## config.mk

```make
export PLATFORM = sky130hd
export DESIGN_NAME = mem_bus_arbiter
export DESIGN_NICKNAME = d
export VERILOG_FILES = /design/src/rtl/mem_bus_arbiter_pkg.sv /design/src/rtl/mem_bus_arbiter_timeout_counter.sv /design/src/rtl/mem_bus_arbiter.sv
export SDC_FILE = /design/constraint.sdc
export NUM_CORES = 1
export LEC_CHECK = 0
export CAP_MARGIN = 15
export CELL_PAD_IN_SITES_DETAIL_PLACEMENT = 0
export CELL_PAD_IN_SITES_GLOBAL_PLACEMENT = 1
export CORE_MARGIN = 2
export CORE_UTILIZATION = 29
export CTS_BUF_LIST = sky130_fd_sc_hd__clkbuf_16
export CTS_CLUSTER_DIAMETER = 40
export DETAILED_ROUTE_END_ITERATION = 16
export PLACE_DENSITY = 0.77
export SYNTH_ARGS = -nofsm -noshare
export SYNTH_HDL_FRONTEND = slang
export SYNTH_SLANG_ARGS = --single-unit
export TNS_END_PERCENT = 20
```

## constraint.sdc

```tcl
create_clock -name clk -period 2.8 [get_ports clk]
set_clock_uncertainty 0.05 [all_clocks]
set_input_delay 0.42 -clock clk [delete_from_list [all_inputs] [get_ports clk]]
set_output_delay 0.42 -clock clk [all_outputs]
set_load 0.01 [all_outputs]
```

## src/rtl/mem_bus_arbiter_pkg.sv

```systemverilog
// Shared encodings for the IF/MEM memory bus arbiter.
package mem_bus_arbiter_pkg;

    localparam logic Chip_Enable  = 1'b1;
    localparam logic Write_Enable = 1'b1;

    // Wide enough for TIMEOUT up to 1023
    localparam int unsigned TMO_W = 10;

    typedef enum logic [1:0] {
        IDLE = 2'd0,
        BUSY = 2'd1,
        DONE = 2'd2
    } state_e;

    typedef enum logic {
        OWN_DM = 1'b0,
        OWN_IF = 1'b1
    } owner_e;

endpackage

```

## src/rtl/mem_bus_arbiter_timeout_counter.sv

```systemverilog
// Bus-transfer watchdog: counts enabled cycles and flags the last allowed one.
module timeout_counter
    import mem_bus_arbiter_pkg::*;
#(
    parameter int unsigned TIMEOUT = 255
) (
    input  logic clk,
    input  logic rst,
    input  logic en_i,
    input  logic clr_i,
    output logic hit_o
);

    logic [TMO_W-1:0] cnt_q, cnt_d;

    always_comb begin
        cnt_d = cnt_q;
        if (clr_i) begin
            cnt_d = '0;
        end else if (en_i) begin
            cnt_d = cnt_q + 1'b1;
        end
    end

    always_ff @(posedge clk) begin
        if (rst) begin
            cnt_q <= '0;
        end else begin
            cnt_q <= cnt_d;
        end
    end

    // Hit in the TIMEOUT-th enabled cycle, so the abort lands on its closing edge
    assign hit_o = en_i && (cnt_q == TMO_W'(TIMEOUT - 1));

endmodule

```

## src/rtl/mem_bus_arbiter.sv

```systemverilog
// Serialises data-port and fetch-port accesses onto one handshaked bus,
// buffering read data and stalling the pipeline until both are served.
module mem_bus_arbiter
    import mem_bus_arbiter_pkg::*;
#(
    parameter int unsigned ADDR_W  = 32,
    parameter int unsigned DATA_W  = 32,
    parameter int unsigned TIMEOUT = 255
) (
    input  logic              clk,
    input  logic              rst,
    input  logic              if_ce_i,
    input  logic [ADDR_W-1:0] if_addr_i,
    output logic [DATA_W-1:0] if_rdata_o,
    input  logic              dm_ce_i,
    input  logic              dm_we_i,
    input  logic [3:0]        dm_sel_i,
    input  logic [ADDR_W-1:0] dm_addr_i,
    input  logic [DATA_W-1:0] dm_wdata_i,
    output logic [DATA_W-1:0] dm_rdata_o,
    input  logic              hold_i,
    input  logic              flush_i,
    output logic              stallreq_o,
    output logic              bus_cyc_o,
    output logic              bus_we_o,
    output logic [3:0]        bus_sel_o,
    output logic [ADDR_W-1:0] bus_addr_o,
    output logic [DATA_W-1:0] bus_wdata_o,
    input  logic              bus_ack_i,
    input  logic [DATA_W-1:0] bus_rdata_i,
    output logic              bus_err_o
);

    state_e            state_q, state_d;
    owner_e            owner_q, owner_d;
    logic              dm_done_q, dm_done_d;
    logic              if_done_q, if_done_d;
    logic              discard_q, discard_d;
    logic [DATA_W-1:0] dm_rdata_q, dm_rdata_d;
    logic [DATA_W-1:0] if_rdata_q, if_rdata_d;
    logic              cyc_q, cyc_d;
    logic              we_q, we_d;
    logic [3:0]        sel_q, sel_d;
    logic [ADDR_W-1:0] addr_q, addr_d;
    logic [DATA_W-1:0] wdata_q, wdata_d;
    logic              err_q, err_d;

    logic              dm_pend, if_pend, tmo_hit;
    logic [DATA_W-1:0] xfer_data;

    timeout_counter #(.TIMEOUT(TIMEOUT)) u_tmo (
        .clk   (clk),
        .rst   (rst),
        .en_i  (state_q == BUSY),
        .clr_i (state_q != BUSY),
        .hit_o (tmo_hit)
    );

    assign dm_pend    = (dm_ce_i == Chip_Enable) & ~dm_done_q;
    assign if_pend    = (if_ce_i == Chip_Enable) & ~if_done_q;
    assign stallreq_o = dm_pend | if_pend;
    assign xfer_data  = bus_ack_i ? bus_rdata_i : '0;

    always_comb begin
        state_d    = state_q;
        owner_d    = owner_q;
        dm_done_d  = dm_done_q;
        if_done_d  = if_done_q;
        discard_d  = discard_q;
        dm_rdata_d = dm_rdata_q;
        if_rdata_d = if_rdata_q;
        cyc_d      = cyc_q;
        we_d       = we_q;
        sel_d      = sel_q;
        addr_d     = addr_q;
        wdata_d    = wdata_q;
        err_d      = 1'b0;

        case (state_q)
            IDLE: begin
                if (flush_i) begin
                    dm_done_d = 1'b0;
                    if_done_d = 1'b0;
                end else if (dm_pend) begin
                    cyc_d     = 1'b1;
                    we_d      = (dm_we_i == Write_Enable);
                    sel_d     = dm_sel_i;
                    addr_d    = dm_addr_i;
                    wdata_d   = dm_wdata_i;
                    owner_d   = OWN_DM;
                    discard_d = 1'b0;
                    state_d   = BUSY;
                end else if (if_pend) begin
                    cyc_d     = 1'b1;
                    we_d      = 1'b0;
                    sel_d     = 4'b1111;
                    addr_d    = if_addr_i;
                    wdata_d   = '0;
                    owner_d   = OWN_IF;
                    discard_d = 1'b0;
                    state_d   = BUSY;
                end else if (dm_done_q | if_done_q) begin
                    state_d = DONE;
                end
            end
            BUSY: begin
                if (flush_i) begin
                    discard_d = 1'b1;
                end
                if (bus_ack_i | tmo_hit) begin
                    cyc_d     = 1'b0;
                    discard_d = 1'b0;
                    err_d     = ~bus_ack_i;
                    state_d   = IDLE;
                    // A flushed transfer also invalidates whatever the other port completed
                    if (discard_q | flush_i) begin
                        dm_done_d = 1'b0;
                        if_done_d = 1'b0;
                    end else if (owner_q == OWN_DM) begin
                        dm_done_d  = 1'b1;
                        dm_rdata_d = we_q ? '0 : xfer_data;
                    end else begin
                        if_done_d  = 1'b1;
                        if_rdata_d = xfer_data;
                    end
                end
            end
            DONE: begin
                if (flush_i | (~stallreq_o & ~hold_i)) begin
                    dm_done_d = 1'b0;
                    if_done_d = 1'b0;
                    state_d   = IDLE;
                end
            end
            default: state_d = IDLE;
        endcase
    end

    always_ff @(posedge clk) begin
        if (rst) begin
            state_q    <= IDLE;
            owner_q    <= OWN_DM;
            dm_done_q  <= 1'b0;
            if_done_q  <= 1'b0;
            discard_q  <= 1'b0;
            dm_rdata_q <= '0;
            if_rdata_q <= '0;
            cyc_q      <= 1'b0;
            we_q       <= 1'b0;
            sel_q      <= '0;
            addr_q     <= '0;
            wdata_q    <= '0;
            err_q      <= 1'b0;
        end else begin
            state_q    <= state_d;
            owner_q    <= owner_d;
            dm_done_q  <= dm_done_d;
            if_done_q  <= if_done_d;
            discard_q  <= discard_d;
            dm_rdata_q <= dm_rdata_d;
            if_rdata_q <= if_rdata_d;
            cyc_q      <= cyc_d;
            we_q       <= we_d;
            sel_q      <= sel_d;
            addr_q     <= addr_d;
            wdata_q    <= wdata_d;
            err_q      <= err_d;
        end
    end

    assign if_rdata_o  = if_rdata_q;
    assign dm_rdata_o  = dm_rdata_q;
    assign bus_cyc_o   = cyc_q;
    assign bus_we_o    = we_q;
    assign bus_sel_o   = sel_q;
    assign bus_addr_o  = addr_q;
    assign bus_wdata_o = wdata_q;
    assign bus_err_o   = err_q;

endmodule

```

* Word-level counts from Yosys, hierarchy flattened
Cells that the tools add are included.
** Word-level totals
- Register bits after elaboration :: 151
- Bits of input ports :: 140
- Output and inout port bits :: 136
- Logic and storage cells :: 99
** Cells by class
- Add/subtract/negate cells :: 1
- Eq/ne operators :: 13
- Mux-type cells :: 38
- Bitwise operators :: 18
- Reduce and logical (&&, ||, !) cells :: 15
** Operators by type and width (count)
- $mux W32 :: 6
- $reduce_and A4 Y1 :: 5
- $mux W1 :: 19
- $mux W2 :: 6
- $ne A3 B3 Y1 const B :: 4
- $add A10 B1 Y10 const B :: 1
- $eq A10 B8 Y1 const B :: 1
- $not A1 Y1 :: 10
- $reduce_and A5 Y1 :: 2
- $mux W4 :: 2
- $ne A2 B2 Y1 const B :: 4
- $pmux W1 S3 :: 2
- $pmux W2 S3 :: 1
- $or A1 B1 Y1 :: 5
- $ne A4 B4 Y1 const B :: 1
- $pmux W1 S2 :: 2
- $reduce_bool A2 Y1 :: 2
- $and A1 B1 Y1 :: 3
- $reduce_and A3 Y1 :: 1
- $reduce_bool A3 Y1 :: 1
- $reduce_or A3 Y1 :: 1
- $eq A2 B1 Y1 const B :: 1
- $eq A2 B2 Y1 const B :: 1
- $logic_not A2 Y1 :: 1
- 3 further kinds :: 3

* Logic depth before layout (Yosys ltp)
- Depth after elaboration :: 8
- Depth in mapped cells :: 7
- Gate-level depth less buffers :: 6

* By module
A second synthesis with hierarchy kept.
** Unflattened totals
- Cells, all modules :: 673
- Area total of the unflattened synthesis :: 5758.0 µm²
** Modules (own cells, without submodules)
- mem_bus_arbiter :: times used 1, cells each 617, area each 5282.6 µm², sequential area each 2822.7 µm²
- timeout_counter :: times used 1, cells each 56, area each 475.5 µm², sequential area each 200.2 µm²

* Worst setup path before layout
No wires, ideal clock.
- Kind :: flip-flop to flip-flop
- From :: register u_tmo.cnt_q[0]
- To :: register dm_rdata_q[0] (netlist: dm_rdata_o[0])
- Library setup time :: 0.072 ns
- Arrival :: 1.880 ns
- Data required time :: 2.678 ns
- Slack :: 0.799 ns
- Cell stages (with the launch flop) :: 8
- Buffers on the path :: 1
- Period minus slack after synthesis :: 2.001 ns
- Path through :: dfxtp_1 -> inv_1 -> ha_1 -> or3b_4 -> o31a_4 -> nor3_4 -> buf_8 -> mux2i_1
** Between the ends
- Longest elaborated chain between the ends :: 4
** RTL lines
- start: declaration :: line mem_bus_arbiter_timeout_counter.sv:14 : logic [TMO_W-1:0] cnt_q, cnt_d;
- start signal: assignment :: line mem_bus_arbiter_timeout_counter.sv:29 : cnt_q <= cnt_d;
- $eq A10 B8 Y1 :: line mem_bus_arbiter_timeout_counter.sv:34 : assign hit_o = en_i && (cnt_q == TMO_W'(TIMEOUT - 1));
- $logic_and A1 B1 Y1 :: line mem_bus_arbiter_timeout_counter.sv:34
- $or A1 B1 Y1 :: line mem_bus_arbiter.sv:110 : if (bus_ack_i | tmo_hit) begin
- $reduce_and A4 Y1 (no line)
- end signal: assignment :: line mem_bus_arbiter.sv:160 : dm_rdata_q <= dm_rdata_d;
- end: declaration :: line mem_bus_arbiter.sv:39 : logic [DATA_W-1:0] dm_rdata_q, dm_rdata_d;
No other way between the ends.
A chain may end at the register's enable or synchronous reset.

* Final worst setup path
- From :: register u_tmo.cnt_q[0]
- To :: register dm_rdata_q[24] (netlist: dm_rdata_o[24])
Same word-level chain as after synthesis.

==> flow_metrics.env <==
export IMPL_layout_setup_ws_ns=0.552
export IMPL_cts_sinks=151
export IMPL_worst_slew_pin_slew_ns=0.600
export IMPL_drtIter0Drc=332
export IMPL_cts_max_level=4
export IMPL_rsz0062_at_grt="no"
export IMPL_die_h_um=148
export IMPL_crit_path_end_kind="register"
export IMPL_fin_tns_setup_ns=0
export IMPL_final_util=0.471
export IMPL_reg2reg_to="dm_rdata_o[24]"
export IMPL_setup_viol=0
export IMPL_clk_path_buf_depth=2
export IMPL_io_pins=276
export IMPL_crit_path_start_kind="register"
export IMPL_grtUsageTotal=0.176
export IMPL_dp_hpwl_mm=13.5
export IMPL_diodes=0
export IMPL_coreArea_um2=20300
export IMPL_criticalPathCategory="register to register"
export IMPL_maxSlewHeadroom=0.600
export IMPL_ys_ff_latch=151
export IMPL_cp_required_ns=3.10
export IMPL_maxCapViolCount=0
export IMPL_final_hold_worst_slack_ns=0.400
export IMPL_ys_seq_area_frac=0.504
export IMPL_reg2reg_depth=7
export IMPL_holdBufCountCts=0
export IMPL_r2r_start="u_tmo.cnt_q[0]"
export IMPL_initial_utilization=0.296
export IMPL_status="complete, no violations"
export IMPL_clk_latency_ns=0.42
export IMPL_drc_errors=0
export IMPL_finalWirelength_mm=19.7
export IMPL_peakVddDrop_v=0.000376
export IMPL_clock_fmax_ghz=0.445
export IMPL_synthCells=725
export IMPL_crit_path_end="dm_rdata_o[24]"
export IMPL_post_drt_wl_per_cell_um=15.6
export IMPL_numCtsBuffers=17
export IMPL_pre_cts_slack_ns=0.349
export IMPL_yosys_warnings=0
export IMPL_grt_overflow_total=0
export IMPL_core_rowCount=52
export IMPL_synth_async_sr_flop_share=0
export IMPL_r2r_slack_ns=0.55
export IMPL_cts_tree="built"
export IMPL_cts_resized_gates=0
export IMPL_worst_path_max_fanout=36
export IMPL_die_area_um2=21900
export IMPL_nets=1117
export IMPL_final_antenna_net_count=0
export IMPL_io_buffer_count=275
export IMPL_syn_area_um2=6000
export IMPL_dieWidth_um=148
export IMPL_fin_crit_sh=0.803
export IMPL_synth_edf_count=0
export IMPL_synth_flop_cell="dfxtp_1"
export IMPL_grt_pass1_vias=5408
export IMPL_p_leak_nw=3.29
export IMPL_syn_area_per_cell_um2=8.28
export IMPL_cts_root_buf="clkbuf_16"
export IMPL_min_period_ns=2.25
export IMPL_fill_cells=2009
export IMPL_power_density_nw_per_um2=546
export IMPL_post_cts_repair_setup_buffers=0
export IMPL_routabilityCongestion=0.757
export IMPL_first_pass_iters=4
export IMPL_drv_slew=0
export IMPL_vias_per_cell=4.61
export IMPL_hold_viol=0
export IMPL_grt_pass1_wl_mm=30.5
export IMPL_min_path_type="register to register"
export IMPL_cp_arrival_ns=2.55
export IMPL_synthDistinctLibCells=39
export IMPL_num_vias=5801
export IMPL_area_growth_pct=59.2
export IMPL_antenna_found_initial=1
export IMPL_syn_num_nets=867
export IMPL_drive_gt1_frac=0.0536
export IMPL_critPathLaunch="u_tmo.cnt_q[0]"
export IMPL_grt_max_degree=96
export IMPL_cts_clk_slew_worst_paths_ns=0.06
-- placed cells by master (no fill, tap or decap), types with 2 or more instances in the layout --
cell / netlist / layout
clkdlybuf4s50_1: 0 / 274
nand2_1: 198 / 198
dfxtp_1: 151 / 151
a21oi_1: 71 / 71
nor2_1: 49 / 49
nand3_1: 35 / 35
o21ai_0: 34 / 34
a311oi_1: 32 / 32
mux2i_1: 32 / 32
clkbuf_16: 0 / 17
buf_4: 1 / 13
inv_1: 8 / 12
nor3_1: 12 / 11
clkinvlp_4: 0 / 6
or3_1: 5 / 5
xor2_1: 4 / 4
buf_12: 0 / 4
nand4_1: 3 / 3
xnor2_1: 3 / 3
nand2b_1: 3 / 2
nand4b_1: 2 / 2
nor3_4: 1 / 2
nor4_1: 2 / 2
a31oi_1: 2 / 2
ha_1: 2 / 2
inv_6: 0 / 2
-- per-layer routing --
metal	wire (um)	global-route usage	vias to the layer above
met1	8810	0.228	2662
met3	1140	0.0497	23
met5	13	0	-
li1	-	-	2970
met4	352	0.0600	2
met2	9340	0.283	144
-- layout make-up --
| class | count | area (um^2) | area share |
|---|---|---|---|
| multi-input combinational | 506 | 2700 | 0.283 |
| clock inverter | 15 | 116 | 0.0122 |
| tap | 270 | 338 | 0.0354 |
| sequential | 151 | 3020 | 0.316 |
| clock buffer | 17 | 425 | 0.0445 |
| timing repair buffer | 291 | 2920 | 0.306 |
| inverter | 8 | 30.0 | 0.00314 |
-- synth_stat cells, types with 2 or more instances --
cell | n | share of area
nor2_1 | 49 | 0.031
nor2b_1 | 2 | 0.0021
buf_2 | 15 | 0.013
a21oi_1 | 71 | 0.059
mux2i_1 | 32 | 0.053
nor3_1 | 12 | 0.010
or3_1 | 5 | 0.0052
nand2b_1 | 3 | 0.0031
dfxtp_1 | 151 | 0.50
a311oi_1 | 32 | 0.047
nand4b_1 | 2 | 0.0029
xor2_1 | 4 | 0.0058
buf_8 | 3 | 0.0075
o21ai_0 | 34 | 0.028
ha_1 | 2 | 0.0042
inv_1 | 8 | 0.0050
nand2_1 | 198 | 0.12
nand3_1 | 35 | 0.029
xnor2_1 | 3 | 0.0044
nand4_1 | 3 | 0.0031
clkbuf_1 | 41 | 0.026
nor4_1 | 2 | 0.0021
a31oi_1 | 2 | 0.0021
-- kinds of logic (layout without fill, tap and decap cells) --
| group | after synthesis | count (layout) | share of synthesized area |
|---|---|---|---|
| simple gates | 317 | 317 | 0.224 |
| flops | 151 | 151 | 0.504 |
| compound gates | 148 | 148 | 0.152 |
| buf+inv | 68 | 331 | 0.0519 |
| mux | 32 | 32 | 0.0534 |
| xor+xnor | 7 | 7 | 0.0102 |
| fa+ha+maj | 2 | 2 | 0.00417 |
-- sequential cells by signal, summed over array words and instances (netlist names), 2 cells and up --
name         cells
state_q          2
u_tmo.cnt_q     10
bus_wdata_o     32
bus_addr_o      32
bus_sel_o        4
if_rdata_o      32
dm_rdata_o      32
-- power breakdown --
group | leakage (nW) | switching, mW | internal [mW]
combinational | 1.80 | 0.372 | 0.423
clock | 0.260 | 0.933 | 1.21
sequential | 1.23 | 0.0459 | 2.24
-- worst min-delay path by stage --
stage                 endpoint  slack, ns            start  depth (start not counted)
6_report       bus_wdata_o[26]       0.40  bus_wdata_o[26]                          2
3_5_place_dp    bus_wdata_o[8]       0.39   bus_wdata_o[8]                          2
2_1_floorplan   u_tmo.cnt_q[0]       0.38   u_tmo.cnt_q[0]                          1
3_3_place_gp   bus_wdata_o[31]       0.39  bus_wdata_o[31]                          2
4_1_cts         bus_wdata_o[3]       0.40   bus_wdata_o[3]                          2
5_1_grt         dm_rdata_o[27]       0.42   dm_rdata_o[27]                          2
-- stage by stage --
stage                     cell area [um^2]  power (mW)  cells
after floorplan                       6000        2.67    725
final                                 9550        5.22   1258
after CTS                             9550        5.29   1258
after global routing                  9550        5.45   1258
after detailed placement              9010        3.13   1226
after global placement                9010        3.13   1226
-- critical path, cell delays in order, from the launching register on --
cell and delay (ns):
dfxtp_1 0.33, inv_1 0.06, ha_1 0.13, or3b_4 0.38
o31a_4 0.45, nor3_4 0.30, buf_4 0.27, mux2i_1 0.21
Power figures use the tool's default switching activity.
